### src/rtl/tdm_pkg.sv
// tdm_pkg: shared constants and types for the 4-channel TDM demultiplexer.
//   CHANNELS    number of time-division channels per frame
//   SEL_W       width of the slot select / slot counter
//   tdm_state_t alignment state (UNLOCKED until the first sync, then RUN)
//   cyc_width() width of a counter that holds 0..n-1 (at least 1 bit)
package tdm_pkg;

    localparam int unsigned CHANNELS = 4;
    localparam int unsigned SEL_W    = 2;

    typedef enum logic [0:0] {
        UNLOCKED = 1'b0,
        RUN      = 1'b1
    } tdm_state_t;

    function automatic int unsigned cyc_width(input int unsigned n);
        return (n > 2) ? $clog2(n) : 1;
    endfunction

endpackage

### src/rtl/tdm_slot_timer.sv
// tdm_slot_timer: cycle-within-slot and slot-within-frame counters.
// Ports:
//   clk, rst_n   clock, asynchronous active-low reset
//   en           advance the counters by one cycle
//   load         realign: the current cycle becomes cycle 0 of slot 0, so the
//                counters move to cycle 1 of slot 0 (has priority over en)
//   slot         current slot index 0..CHANNELS-1
//   cyc          current cycle index 0..SLOT_CYCLES-1 within the slot
//   sample_tick  current cycle is the sample cycle of the slot
//   frame_end    current cycle is the last cycle of the last slot
module tdm_slot_timer
    import tdm_pkg::*;
#(
    parameter int unsigned SLOT_CYCLES = 4,
    parameter int unsigned SAMPLE_AT   = 2,
    localparam int unsigned CYC_W      = cyc_width(SLOT_CYCLES)
) (
    input  logic             clk,
    input  logic             rst_n,
    input  logic             en,
    input  logic             load,
    output logic [SEL_W-1:0] slot,
    output logic [CYC_W-1:0] cyc,
    output logic             sample_tick,
    output logic             frame_end
);

    localparam logic [CYC_W-1:0] CycLast   = CYC_W'(SLOT_CYCLES - 1);
    localparam logic [CYC_W-1:0] CycSample = CYC_W'(SAMPLE_AT);
    localparam logic [SEL_W-1:0] SlotLast  = SEL_W'(CHANNELS - 1);

    logic [CYC_W-1:0] cyc_q, cyc_d;
    logic [SEL_W-1:0] slot_q, slot_d;

    always_comb begin
        cyc_d  = cyc_q;
        slot_d = slot_q;
        if (load) begin
            cyc_d  = CYC_W'(1);
            slot_d = '0;
        end else if (en) begin
            if (cyc_q == CycLast) begin
                cyc_d  = '0;
                // Slot counter is exactly SEL_W bits wide, so it wraps modulo 4.
                slot_d = slot_q + SEL_W'(1);
            end else begin
                cyc_d = cyc_q + CYC_W'(1);
            end
        end
    end

    always_ff @(posedge clk or negedge rst_n) begin
        if (!rst_n) begin
            cyc_q  <= '0;
            slot_q <= '0;
        end else begin
            cyc_q  <= cyc_d;
            slot_q <= slot_d;
        end
    end

    assign slot        = slot_q;
    assign cyc         = cyc_q;
    assign sample_tick = (cyc_q == CycSample);
    assign frame_end   = (cyc_q == CycLast) && (slot_q == SlotLast);

endmodule

### src/rtl/tdm_demux4.sv
// tdm_demux4: time-division demultiplexer for a 4-channel single-bit stream.
// Aligns to a frame-sync pulse, regenerates the slot select, samples din once
// per slot and presents each complete frame as a parallel word.
// Ports:
//   clk, rst_n  clock, asynchronous active-low reset
//   en          count/sample enable; low freezes all state
//   sync        frame marker; its cycle is cycle 0 of slot 0
//   din         multiplexed serial line
//   sel_out     current slot index (drives an external 4:1 mux in loopback)
//   q           last complete frame, q[k] = slot-k sample
//   valid       one-cycle pulse after q is updated
//   locked      high once aligned (state RUN)
//   sync_err    one-cycle pulse after a misaligned sync
module tdm_demux4
    import tdm_pkg::*;
#(
    parameter int unsigned SLOT_CYCLES = 4,
    parameter int unsigned SAMPLE_AT   = 2
) (
    input  logic                clk,
    input  logic                rst_n,
    input  logic                en,
    input  logic                sync,
    input  logic                din,
    output logic [SEL_W-1:0]    sel_out,
    output logic [CHANNELS-1:0] q,
    output logic                valid,
    output logic                locked,
    output logic                sync_err
);

    localparam int unsigned CYC_W = cyc_width(SLOT_CYCLES);
    localparam bit SampleAtZero   = (SAMPLE_AT == 0);

    if (SLOT_CYCLES < 2 || SAMPLE_AT >= SLOT_CYCLES) begin : g_param_check
        $error("tdm_demux4: need SLOT_CYCLES >= 2 and SAMPLE_AT < SLOT_CYCLES");
    end

    tdm_state_t          state;
    logic [CHANNELS-1:0] shadow;
    logic [CHANNELS-1:0] shadow_next;

    logic [SEL_W-1:0] slot;
    logic [CYC_W-1:0] cyc;
    logic             sample_tick;
    logic             frame_end;

    logic             running;
    logic             at_frame_start;
    logic             realign;
    logic             timer_en;
    logic             do_sample;
    logic [SEL_W-1:0] sample_slot;
    logic             frame_done;

    assign running        = (state == RUN);
    assign at_frame_start = (slot == '0) && (cyc == '0);
    // A sync at the frame start while running is the normal periodic marker;
    // anything else (including the first sync) realigns the counters.
    assign realign        = en && sync && (!running || !at_frame_start);
    assign timer_en       = en && running;

    tdm_slot_timer #(
        .SLOT_CYCLES (SLOT_CYCLES),
        .SAMPLE_AT   (SAMPLE_AT)
    ) u_timer (
        .clk         (clk),
        .rst_n       (rst_n),
        .en          (timer_en),
        .load        (realign),
        .slot        (slot),
        .cyc         (cyc),
        .sample_tick (sample_tick),
        .frame_end   (frame_end)
    );

    always_comb begin
        do_sample   = 1'b0;
        sample_slot = slot;
        if (realign) begin
            // The sync cycle itself is cycle 0 of slot 0, whatever the counters say.
            do_sample   = SampleAtZero;
            sample_slot = '0;
        end else if (timer_en) begin
            do_sample = sample_tick;
        end

        // Realignment wins over a coincident frame completion.
        frame_done = timer_en && !realign && frame_end;

        // When sampling in the last cycle, slot 3's bit reaches q straight from din.
        shadow_next = shadow;
        if (do_sample) begin
            shadow_next[sample_slot] = din;
        end
    end

    always_ff @(posedge clk or negedge rst_n) begin
        if (!rst_n) begin
            state    <= UNLOCKED;
            locked   <= 1'b0;
            shadow   <= '0;
            q        <= '0;
            valid    <= 1'b0;
            sync_err <= 1'b0;
        end else begin
            valid    <= frame_done;
            sync_err <= realign && running;
            shadow   <= shadow_next;
            if (frame_done) begin
                q <= shadow_next;
            end
            if (realign) begin
                state  <= RUN;
                locked <= 1'b1;
            end
        end
    end

    assign sel_out = slot;

endmodule

### config.mk
export PLATFORM = sky130hd
export DESIGN_NAME = tdm_demux4
export DESIGN_NICKNAME = d
export VERILOG_FILES = /design/src/rtl/tdm_pkg.sv /design/src/rtl/tdm_slot_timer.sv /design/src/rtl/tdm_demux4.sv
export SDC_FILE = /design/constraint.sdc
export NUM_CORES = 1
export LEC_CHECK = 0
export CORE_MARGIN = 2
export CORE_UTILIZATION = 52
export CTS_BUF_LIST = sky130_fd_sc_hd__clkbuf_8
export DETAILED_ROUTE_END_ITERATION = 6
export PLACE_DENSITY_LB_ADDON = 0.12
export SKIP_LAST_GASP = 1
export SLEW_MARGIN = 10
export SYNTH_ARGS = -nofsm -noshare
export SYNTH_HDL_FRONTEND = slang
export SYNTH_SLANG_ARGS = --single-unit
### constraint.sdc
create_clock -name clk -period 2.6 [get_ports clk]
set_input_delay 0.52 -clock clk [delete_from_list [all_inputs] [get_ports clk]]
set_output_delay 0.52 -clock clk [all_outputs]
set_load 0.01 [all_outputs]
==> results of run 1 <==
==> final timing paths <==
| path | start | end | depth (start not counted) |
|---|---|---|---|
| max | u_timer.slot[0] | q[2] | 6 |
| min | shadow[1] | shadow[1] | 1 |
| max reg2reg | u_timer.slot[0] | q[2] | 6 |
| min reg2reg | shadow[1] | shadow[1] | 1 |
| max in group asynchronous | rst_n | shadow[3] | 1 |
| min in group asynchronous | rst_n | running | 1 |
==> flip-flops by register name, indices dropped and copies added, names as in the netlist <==
register      cells
q                 4
shadow            4
u_timer.cyc       2
u_timer.slot      2
running           1
sync_err          1
valid             1
==> cells in the mapped netlist <==
master | n | area, sq um
dfrtp_1 | 15 | 375.4
mux2_2 | 6 | 67.56
ha_1 | 5 | 62.56
inv_1 | 3 | 11.26
nand3_1 | 3 | 15.01
nor4_1 | 3 | 18.77
and2_1 | 2 | 12.51
mux2_4 | 2 | 30.03
nand2_1 | 2 | 7.510
nor2_1 | 2 | 7.510
a211o_1 | 1 | 8.760
a21boi_0 | 1 | 7.510
a21oi_1 | 1 | 5.000
and3_1 | 1 | 6.260
clkbuf_1 | 1 | 3.750
inv_2 | 1 | 3.750
mux2i_1 | 1 | 10.01
nand3_2 | 1 | 10.01
nor3_1 | 1 | 5.000
nor3b_4 | 1 | 18.77
or2_2 | 1 | 6.260
or4_4 | 1 | 11.26
xnor2_1 | 1 | 8.760
==> layer usage <==
metal / GRT usage, % / share of wire [%] / up-vias / wire (um)
met2: 25.00 / 48 / 17 / 553
met4: 10.83 / 1.5 / 0 / 17
met1: 23.88 / 46 / 222 / 527
li1: - / - / 225 / -
met3: 5.435 / 4.6 / 2 / 53
met5: 0 / 0 / - / 0
==> final cells by class <==
cell class	instances	share of cell area, %
inverters	4	1.660
repair buffers	13	14.38
flip-flops and latches	15	41.49
clock buffers	3	4.564
multi-input cells	36	35.27
clock inverters	1	0.5533
well taps	15	2.075
==> worst max-delay path: stages (launching register included) <==
cell and delay (ns):
dfrtp_1 0.42, inv_1 0.15, ha_1 0.19, a21boi_0 0.17
or4_4 0.53, mux2_4 0.32, mux2_4 0.25
==> logic make-up after synthesis <==
group,after synthesis
adders and majority gates,5
and+or+nand+nor,18
DFF,15
muxes,9
AOI/OAI and AO/OA,3
xor gates and xnor gates,1
buffers and inverters,5
==> stage by stage <==
stage | cells | cell area, sq um | power, uW
finish | 87 | 904.6 | 759.0
global route | 87 | 904.6 | 815.3
CTS | 87 | 904.6 | 766.4
detailed placement | 83 | 858.3 | 575.2
global placement | 83 | 858.3 | 565.5
floorplan | 56 | 713.2 | 488.3
==> power by group <==
part           internal [uW]  switching, uW
Clock                    106           82.5
Sequential               286           44.5
Combinational            123            117
Total                    515            244
==> summary.md, run 1 <==
- 319.1 sq um — multi-input gate area in the final layout
- 0.46 ns — worst-case register-to-register setup slack
- 2 — CTS Buffer Depth
- 15.09% — fraction of synthesized area in multiplexers
- 0 — antenna violations before repair
- 15 — flop and latch count out of synthesis
- flip-flop to flip-flop — path type of the worst min-delay path
- 0.0006409 V — worst ir drop on vdd
- 16 — largest net degree at the start of global routing
- 0 — residual overflow from global routing
- done — TritonCTS clock tree
- flip-flop — kind of start point of the critical path
- 0.0004289 uW — Leakage Power
- 17.87% — All-Layer GR Usage
- 713.2 sq um — Post-Synthesis Cell Area
- 14 — # IOs
- 82.27% — Period Utilization, post-route
- 0 — Antenna Cells
- dfrtp_1 (15), clkdlybuf4s50_1 (13), mux2_2 (6) — most frequent cells in the layout
- 0.4946 ns — Hold WS
- 41.04 um — die width
- 0 — Slew Limit Fails
- simple AND/OR/NAND/NOR gates — dominant combinational cell family by area after synthesis
- dfrtp_1 — most common library cell in the layout ignoring fill and taps
- 0 — warning count from the yosys run
- 55.50% — Initial Utilization
- clkbuf_8 — CTS root buffer
- 0 — DRC violations left
- 0.001063 ns — Max Clock Skew
- 13.24 um — routed length per instance
- 0.8008 — placer congestion estimate
- 467.5 MHz — upper clock frequency limit
- 0 ns — Setup Total Neg Slack
- 1152 um — Total Routed Length
- flip-flop — Worst setup EP type
- no — unrepaired setup endpoints after global routing
- 2.73 ns — Worst EP required
- 1684 sq um — die footprint
- 0 — final hold violation count
- 3 — total CTS buffers
- 66 — syn_nets
- 23.61% — fraction of final layout cells with drive strength greater than 1
- 52.63% — post-synthesis sequential area ratio
- 0.24 ns — Worst-Skew Late Latency
- 451 — vias in the first global route
- 70.40% — final cell utilization of the core
- 1.228% — xor and xnor area share after synthesis
- 839.0 nW/um^2 — power per standard cell area
- 5 — largest fanout on the critical path
- 2.27 ns — CP Data Arrival Time
- flip-flop to flip-flop — worst setup path class
- 4 — initial drt markers
- 15 — number of clock sinks
- 0 — max_cap viols
- 23 — Yosys cell types
- 1 — H-tree levels
- 83 — Post-layout nets
- 13 — number of placement rows
- 12.74 sq um — average cell area after synthesis
- 375.4 sq um — FF+latch area
- 13 — port buffer count
- 0 — Post CTS Setup Buffer Count
- 56 — number of instances in the synthesized netlist
- 0 — total of endpoints with negative setup slack in the final report
- 8.772% — share of synthesized cell area in full adder, half adder and majority cells
- 0 — Antenna Violating Nets Remaining
- 4 — Detailed Routing Iterations Pass 1
- 0.06 ns — Worst-path clk slew
- 0.4610 ns — final critical-path setup slack
- 41.04 um — Die Y-Extent
- 57.11% — normalized max-slew margin
- 5.356 — vias per inst
- 2.982% — compound-cell area share of the yosys netlist
- 0.2676 ns — dpl ws
- 101 — FILL cells
- 1869 um — first-pass GRT wire length
- 1285 sq um — total core area
- 26.84% — Area Overhead vs Synth
- 0.6413 ns — slew of the pin with the lowest slew margin
- 0 — # hold bufs at CTS
- 850 um — sum of net half-perimeters after detailed placement
- 16.67% — simple logic cell fraction of the synthesized area
- 466 — number of vias in the routed layout
- complete, no violations — result of the run
- 0 — CTS-repair resized insts
- 2.139 ns — time the final worst path needs with I/O delays and setup
No activity file was read; power rests on OpenSTA's default activity.
==> run 2, diff against run 1 <==
CORE_UTILIZATION = 47   (was 52)
clock period = 1.8 ns   (was 2.6 ns; I/O delays follow)
==> summary.md, run 2 (synthesis results as in run 1) <==
- 1.93 ns — Worst EP required, was 2.73 ns
- 1316 um — Total Routed Length, was 1152 um
- 0.002211 ns — Max Clock Skew, was 0.001063 ns
- 0.24 ns — Worst-Skew Late Latency, about the same
- u_timer.cyc[0] — worst r2r src, was u_timer.slot[0]
- 16 — largest net degree at the start of global routing, unchanged
- 986.3 um — sum of net half-perimeters after detailed placement, was 850 um
- 45.88% — fraction of final layout cells with drive strength greater than 1, was 23.61%
- 2.00 ns — CP Data Arrival Time, was 2.27 ns
- 499 — number of vias in the routed layout, was 466
- 0.51 ns — Worst path max stage delay, was 0.53 ns
- q[2] — FF-to-FF End, unchanged
- 0 — max_cap viols, unchanged
- mux2_4 — most common cell type on the critical path, unchanged
- 0.3481 ns — slew of the pin with the lowest slew margin, was 0.6413 ns
- 0 — # hold bufs at CTS, unchanged
- 14 — # IOs, unchanged
- 103.8% — Period Utilization, post-route
- 96 — Post-layout nets, was 83
- 49.12% — Area Overhead vs Synth, was 26.84%
- 101 — Post-Layout Cell Count, was 87
- 0 — Slew Limit Fails, unchanged
- -0.09264 ns — Setup Total Neg Slack, was 0 ns
- 535.0 MHz — upper clock frequency limit
- 1064 sq um — area of all placed cells without fillers, was 904.6 sq um
- 5 — initial drt markers, was 4
- 2 — CTS Buffer Depth, unchanged
- 14 — number of placement rows, was 13
- 0.0004954 uW — Leakage Power, was 0.0004289 uW
- yes — unrepaired setup endpoints after global routing, was no
- 0 — Antenna Violating Nets Remaining, unchanged
- 13 — port buffer count, unchanged
- 0.7195 — placer congestion estimate, was 0.8008
- negative setup slack — failing checks
- clkdlybuf4s50_1 — cell with the largest stage delay on the worst path, was or4_4
- 76.58% — normalized max-slew margin, was 57.11%
- 17.33% — All-Layer GR Usage, was 17.87%
- 0 — final hold violation count, unchanged
- input pin to async pin — path type of the worst min-delay path, was flip-flop to flip-flop
- -0.06 ns — worst-case register-to-register setup slack, was 0.46 ns
- 48.47% — Initial Utilization, was 55.50%
- 963.4 sq um — Placed Area, was 858.3 sq um
- 0.06 ns — Worst-path clk slew, about the same
- 95 — cell count after placement, was 83
- 3 — total CTS buffers, unchanged
- 4 — largest fanout on the critical path, was 5
- clkdlybuf4s50_1 (13), buf_4 (13), dfrtp_1 (13) — most frequent cells in the layout, was dfrtp_1 (15), clkdlybuf4s50_1 (13), mux2_2 (6)
- 1 — H-tree levels, unchanged
- 4.941 — vias per inst, was 5.356
- clkbuf_8 — CTS root buffer, unchanged
- 2 — Detailed Routing Iterations Pass 1, was 4
- 3 — total of endpoints with negative setup slack in the final report, was 0
- flip-flop — Worst setup EP type, unchanged
- 520 — vias in the first global route, was 451
- -0.06920 ns — final critical-path setup slack, was 0.4610 ns
- 0 — residual overflow from global routing, unchanged
- 42.96 um — die width, was 41.04 um
- 72.28% — final cell utilization of the core, was 70.40%
- clkdlybuf4s50_1, nand3_2, or4_4, mux2_4, mux2_4 — cells traversed along the worst timing path, was inv_1, ha_1, a21boi_0, or4_4, mux2_4, mux2_4
- 1471 sq um — total core area, was 1285 sq um
- 15 — number of clock sinks, unchanged
- done — TritonCTS clock tree, unchanged
- 1.869 ns — time the final worst path needs with I/O delays and setup
- 0 — Antenna Cells, unchanged
- en — critical path launch point, was u_timer.slot[0]
- 1845 sq um — die footprint, was 1684 sq um
- 13.03 um — routed length per instance, was 13.24 um
- 0 — DRC violations left, unchanged
- finished, violations left — result of the run, was complete, no violations
- 0.0008721 V — worst ir drop on vdd, was 0.0006409 V
- 42.96 um — Die Y-Extent, was 41.04 um
- q: 4 flops, shadow: 4 flops — registers with the highest flip-flop counts, unchanged
- 1274 nW/um^2 — power per standard cell area, was 839.0 nW/um^2
- input pin to flip-flop — worst setup path class, was flip-flop to flip-flop
- 6 — Worst R2R Path Depth, unchanged
- 2249 um — first-pass GRT wire length, was 1869 um
- 0 — antenna violations before repair, unchanged
- input pin — kind of start point of the critical path, was flip-flop
- q[2] — CP Capture Point, unchanged
run 2: changes by cell type in the layout (fill, tap and decap cells not counted), sizes merged:
cell and delta:
buf +13
run 2: worst min-delay path by stage:
| stage | end | slack, ns |
|---|---|---|
| floorplan | q[0] | 0.06 |
| global placement | shadow[0] | 0.48 |
| CTS | running | 0.42 |
| global route | running | 0.46 |
| finish | running | 0.42 |
| detailed placement | shadow[1] | 0.49 |
run 2: routing by layer:
metal | GRT usage [%] | up-vias | share of wire (%)
li1 | - | 253 | -
met1 | 21.64 | 232 | 48
met2 | 26.67 | 10 | 46
met3 | 4.255 | 4 | 3.4
met4 | 10.91 | 0 | 2.6
met5 | 0 | - | 0
run 2: layout make-up:
type                       instances  area [sq um]
clock buffer                       3         41.29
clock inverter                     1         5.005
fill                             111         407.9
inverter                           4         17.52
multi-input combinational         36         374.1
sequential                        15         377.9
tap                               16         20.02
timing repair buffer              26         227.7
run 2: per-stage QoR:
step | hold WS [ns] | power [uW] | worst slack [ns]
floorplan | 0.06441 | 753.5 | -0.07162
global placement | 0.4779 | 977.5 | -0.3076
detailed placement | 0.4851 | 1004 | -0.3180
CTS | 0.4243 | 1363 | -0.05941
global route | 0.4566 | 1446 | -0.1180
finish | 0.4163 | 1355 | -0.06920
run 2: power by group:
| group | leakage [uW] | internal [uW] | switching, uW |
|---|---|---|---|
| sequential | 0.000193 | 417 | 37.9 |
| clock | 0.0000255 | 153 | 114 |
| combinational | 0.000277 | 344 | 289 |
| total | 0.000495 | 914 | 441 |
run 2: worst max-delay path: cells and delay by family:
family | cells | cell delay (ns)
buffers and inverters | 1 | 0.51
multiplexers | 2 | 0.56
AND/OR/NAND/NOR | 2 | 0.57
run 2: repair_timing:
item	in CTS	in global routing
buffers inserted	2	0
endpoints found under the setup margin	4	4
gates resized for setup	6	1
pin swaps	2	0
